File: config.mk
export PLATFORM = sky130hd
export DESIGN_NAME = inst_fetch_queue
export DESIGN_NICKNAME = d
export VERILOG_FILES = /design/src/rtl/inst_fetch_queue.sv
export SDC_FILE = /design/constraint.sdc
export NUM_CORES = 1
export LEC_CHECK = 0
export CORE_UTILIZATION = 57
export DETAILED_ROUTE_END_ITERATION = 7
export GPL_TIMING_DRIVEN = 0
export PLACE_DENSITY_LB_ADDON = 0.1
export SLEW_MARGIN = 20
export SYNTH_ARGS = -nofsm -noshare
export SYNTH_HDL_FRONTEND = slang
export SYNTH_SLANG_ARGS = --single-unit
File: constraint.sdc
create_clock -name clk -period 3.55 [get_ports clk]
set_input_delay 0.355 -clock clk [delete_from_list [all_inputs] [get_ports clk]]
set_output_delay 0.355 -clock clk [all_outputs]
set_load 0.05 [all_outputs]
File: src/rtl/inst_fetch_queue.sv
// Fetch stage: issues sequential PCs to imem, tags them, and queues in-order responses for decode.
// Optional IF_MISALIGN_CHK_EN: flags non-word-aligned jump targets and stalls fetch until reset.
module inst_fetch_queue #(
  parameter int                ADDR_W   = 32,
  parameter int                INST_W   = 32,
  parameter int                DEPTH    = 4,
  parameter logic [ADDR_W-1:0] RESET_PC = '0,
  parameter int                PC_STEP  = 4
) (
  input  logic              clk,
  input  logic              rst,
  input  logic              jump_flag,
  input  logic [ADDR_W-1:0] jump_addr,
  output logic              imem_req,
  output logic [ADDR_W-1:0] imem_addr,
  input  logic              imem_gnt,
  input  logic              imem_rvalid,
  input  logic [INST_W-1:0] imem_rdata,
  output logic              inst_valid,
  input  logic              inst_ready,
  output logic [ADDR_W-1:0] inst_pc,
  output logic [INST_W-1:0] inst,
  output logic              misalign
);
  localparam int PW = $clog2(DEPTH);
  localparam int CW = PW + 1;

  typedef struct packed {
    logic [ADDR_W-1:0] pc;
    logic [INST_W-1:0] inst;
  } entry_t;

  entry_t            fifo_q [DEPTH];
  logic [ADDR_W-1:0] tag_q  [DEPTH];
  logic [PW-1:0]     f_wr, f_rd, t_wr, t_rd;
  logic [CW-1:0]     fifo_cnt, outst, drop_cnt;
  logic [ADDR_W-1:0] fetch_pc;
  logic              mis_q;
  logic              credit, issue, rsp_keep, rsp_drop, pop;

`ifdef IF_MISALIGN_CHK_EN
  always_ff @(posedge clk or posedge rst)
    if (rst)                                         mis_q <= 1'b0;
    else if (jump_flag && (jump_addr[1:0] != 2'b00)) mis_q <= 1'b1;
`else
  assign mis_q = 1'b0;
`endif
  assign misalign = mis_q;

  // Every issued request owns a FIFO slot, so a kept response always finds room.
  assign credit   = ({1'b0, fifo_cnt} + {1'b0, outst}) < (CW+1)'(DEPTH);
  assign imem_req = ~rst & ~jump_flag & ~mis_q & credit;
  assign imem_addr = fetch_pc;
  assign issue    = imem_req & imem_gnt;
  assign rsp_drop = imem_rvalid & (drop_cnt != '0);
  assign rsp_keep = imem_rvalid & (drop_cnt == '0) & ~jump_flag;

  assign inst_valid = (fifo_cnt != '0);
  assign pop        = inst_valid & inst_ready & ~jump_flag;
  assign inst_pc    = inst_valid ? fifo_q[f_rd].pc   : '0;
  assign inst       = inst_valid ? fifo_q[f_rd].inst : '0;

  always_ff @(posedge clk or posedge rst) begin
    if (rst) begin
      fetch_pc <= RESET_PC;
      fifo_cnt <= '0;
      outst    <= '0;
      drop_cnt <= '0;
      f_wr     <= '0;
      f_rd     <= '0;
      t_wr     <= '0;
      t_rd     <= '0;
    end else if (jump_flag) begin
      // Everything in flight becomes stale; a response landing now is one of them.
      fetch_pc <= jump_addr;
      fifo_cnt <= '0;
      outst    <= '0;
      drop_cnt <= drop_cnt + outst - CW'(imem_rvalid);
      f_wr     <= '0;
      f_rd     <= '0;
      t_wr     <= '0;
      t_rd     <= '0;
    end else begin
      if (issue) begin
        fetch_pc <= fetch_pc + ADDR_W'(PC_STEP);
        t_wr     <= t_wr + 1'b1;
      end
      if (rsp_keep) begin
        t_rd <= t_rd + 1'b1;
        f_wr <= f_wr + 1'b1;
      end
      if (pop)      f_rd     <= f_rd + 1'b1;
      if (rsp_drop) drop_cnt <= drop_cnt - 1'b1;
      fifo_cnt <= fifo_cnt + CW'(rsp_keep) - CW'(pop);
      outst    <= outst + CW'(issue) - CW'(rsp_keep);
    end
  end

  always_ff @(posedge clk) begin
    if (issue)    tag_q[t_wr]  <= fetch_pc;
    if (rsp_keep) fifo_q[f_wr] <= '{pc: tag_q[t_rd], inst: imem_rdata};
  end

  a_no_overflow: assert property (@(posedge clk) disable iff (rst)
    rsp_keep |-> (fifo_cnt != CW'(DEPTH)));

endmodule
==> run metrics <==
Initial Util=0.584; vias=9196; DIE WIDTH=177 µm; VDD IR-drop max=0.442 mV; Period minus WS final=3.41 ns; H-tree lvl count=2; row count=63; final period utilization=0.959; CP max stage cell=clkdlybuf4s50_1; average wire per standard cell=22.5 µm; Ports=169; clk slew on worst S/H paths=0.07 ns; GP Congestion=0.894; Post-synth ARST share=0.113; Syn-to-layout area delta=21.5%; Area after DPL=19700 µm²; hpwl dp=22500 µm; Mapped Cells=908; Die Span Y=177 µm; initial antenna violation count=0; cell area after layout=21100 µm²; grt total ovfl=0; Crit Path Class=reg -> out; Antenna Cells=0; Critical Path AT=3.05 ns; critical path peak fanout=10; synthesized net count=1001; sequential share of the synthesized area=0.733; vias in the first global route=9446; worst skew pair latency=0.55 ns; CP max stage delay=0.81 ns; first-pass GRT wire length=54300 µm; CTS Hold Bufs=0; maxcap violations=0; Clock Tree Root=clkbuf_16; Core Area=29800 µm²; FF+latch count, synth=433; syn avg cell area=19.2 µm²; TritonCTS Sinks=433; Post-synth EDFFs=384; Peak Freq=0.294 GHz; proportion of layout cells with a drive suffix above 1=0.176; Final Max Slew Viols=0; DRC Markers=0; Synth Cell Area=17400 µm²; DR iter-0 viols=758; Hold WC Path Type=in -> async; PwrDens=703 nW/µm²; ANT nets after route=0; Worst Path Required=3.19 ns; YS warnings=0; GR Util All Layers=0.232; relative slew slack=0.477; Synth Flop Type=edfxtp_1; # fillers=1869; Nets=1221; crit path cell chain=or3_1 -> clkbuf_2 -> clkbuf_1 -> and2_1 -> clkdlybuf4s50_1; CTS buffer count=44; PortBufs=166; total wire length=34900 µm; CP Launch Type=flip-flop; Vias/cell=5.93; DIE AREA=31200 µm²; clock tree from TritonCTS=yes; TritonRoute pass-1 iters=5; Synth cell types=53; final total power=0.0149 W; largest net degree at the start of global routing=53; Final Setup Violations=0; LEAKAGE=6.98 nW; final hold vios=0; RSZ-0062 raised after global routing=no; status=finished, final reports clean; Worst Setup End Kind=primary output; Worst Skew=0.0309 ns; Clock Path Buffers=3; Slew @ Worst Pin=0.784 ns
==> sequential cells by signal (all words and copies together) (netlist names) <==
register / cells
t_wr: 2
outst: 3
imem_addr: 32
f_rd: 2
fifo_cnt: 3
tag_q: 128
f_wr: 2
fifo_q: 256
t_rd: 2
drop_cnt: 3
==> synthesized netlist by cell type (all sizes together), types with 4 or more instances <==
master / number / share of area
o21bai: 4 / 0.0017
xor2: 5 / 0.0025
nand3: 23 / 0.0072
o211ai: 9 / 0.0039
ha: 20 / 0.014
a31oi: 5 / 0.0018
nand4: 6 / 0.0022
nand2: 27 / 0.0058
edfxtp: 384 / 0.66
buf: 22 / 0.0068
o21ai: 4 / 0.0012
and2: 76 / 0.027
mux4: 96 / 0.12
a221o: 9 / 0.0052
dfrtp: 49 / 0.070
a22oi: 4 / 0.0017
or3: 6 / 0.0022
o311ai: 11 / 0.0055
mux2i: 7 / 0.0040
clkbuf: 25 / 0.0054
nor4: 10 / 0.0048
xnor2: 8 / 0.0040
nor2: 20 / 0.0043
or4: 16 / 0.0071
inv: 24 / 0.0052
==> metrics by stage <==
| step | utilization | hold slack, ns | TNS [ns] | instances | setup slack, ns |
|---|---|---|---|---|---|
| floorplan | - | 0.449 | 0 | 908 | 0.132 |
| CTS | 0.709 | 0.287 | 0 | 1551 | 0.00840 |
| global placement | 0.656 | 0.467 | -529.92 | 1464 | -1.68 |
| global route | 0.709 | 0.325 | 0 | 1551 | 0.00192 |
| finish | 0.709 | 0.265 | 0 | 1551 | 0.144 |
| detailed placement | 0.663 | 0.484 | -0.0784 | 1472 | -0.0784 |
==> final cells by class <==
cell class	count	area (µm²)	share of cell area
Tap cell	390	488	0.0231
Clock inverter	23	184	0.00870
Inverter	24	92.6	0.00438
Buffer	47	233	0.0110
Timing Repair Buffer	174	1850	0.0875
Clock buffer	56	1180	0.0557
Multi-Input combinational cell	404	4350	0.206
Sequential cell	433	12800	0.604
==> where the power goes <==
| part | internal (W) | leakage, nW | switching, W |
|---|---|---|---|
| logic | 0.00170 | 2.24 | 0.00264 |
| registers | 0.00592 | 4.08 | 0.000230 |
| clock network | 0.00255 | 0.661 | 0.00181 |
==> repair_timing <==
action | 4_1_cts | 5_1_grt
buffers inserted | 0 | 0
resized for setup | 7 | 7
setup endpoints to repair | 50 | 44
==> logic make-up (layout without fill, tap and decap cells) <==
group,Yosys count,count (layout),share of synthesized area
flops,433,433,0.733
buf+inv,71,324,0.0174
fa+ha+maj,23,23,0.0178
simple gates,202,202,0.0679
compound gates,59,59,0.0266
xor+xnor,13,13,0.00654
mux,106,106,0.130
other cells,1,1,0.000216
==> worst max-delay path, delay by kind of cell, from the launching register on <==
family | cells | cell delay [ns]
buffers and inverters | 3 | 1.52
and+or+nand+nor | 2 | 0.56
DFF | 1 | 0.44
==> placed cells by master (no fill, tap or decap), types with 4 or more instances in the layout <==
cell,n
clkbuf_4,4
nor4_1,8
buf_2,10
clkinv_2,4
a31oi_1,5
and2_2,4
nand4_1,6
clkbuf_16,45
inv_1,22
o21bai_1,4
edfxtp_1,384
o211ai_1,9
clkbuf_2,5
dfrtp_1,49
clkdlybuf4s50_1,164
o311ai_0,11
mux4_2,96
ha_1,20
o21ai_0,4
xor2_1,5
or4_1,15
mux2i_1,7
and2_4,4
a221o_1,9
and2_1,68
nor2_1,20
nand3_1,21
or3_1,6
nand2_1,27
clkinv_1,13
buf_12,5
xnor2_1,8
a22oi_1,4
clkbuf_1,31
==> metal layers <==
layer | up-vias | GRT usage | share of wire
met3 | 51 | 0.0335 | 0.067
li1 | 4105 | - | -
met5 | - | 0 | 0
met4 | 0 | 0.0639 | 0.020
met1 | 4693 | 0.329 | 0.41
met2 | 347 | 0.382 | 0.50
==> path summary, 6_finish.rpt <==
check | start | to | slack [ns] | cells past startpoint
setup / recovery | fifo_cnt[1]$_DFF_PP0_ | inst[8] | 0.14 | 5
hold / removal | rst | imem_addr[6]$_DFFE_PP0N_ | 0.27 | 2
setup reg to reg | fifo_cnt[1]$_DFF_PP0_ | outst[2]$_DFF_PP0_ | 0.25 | 14
hold reg to reg | drop_cnt[2]$_DFFE_PP0P_ | drop_cnt[2]$_DFFE_PP0P_ | 0.50 | 1
max in group asynchronous | rst | imem_addr[0]$_DFFE_PP0P_ | 2.80 | 2
min in group clk | jump_flag | imem_addr[14]$_DFFE_PP0N_ | 0.31 | 3
Note: power is estimated with default switching activity, not from simulation.
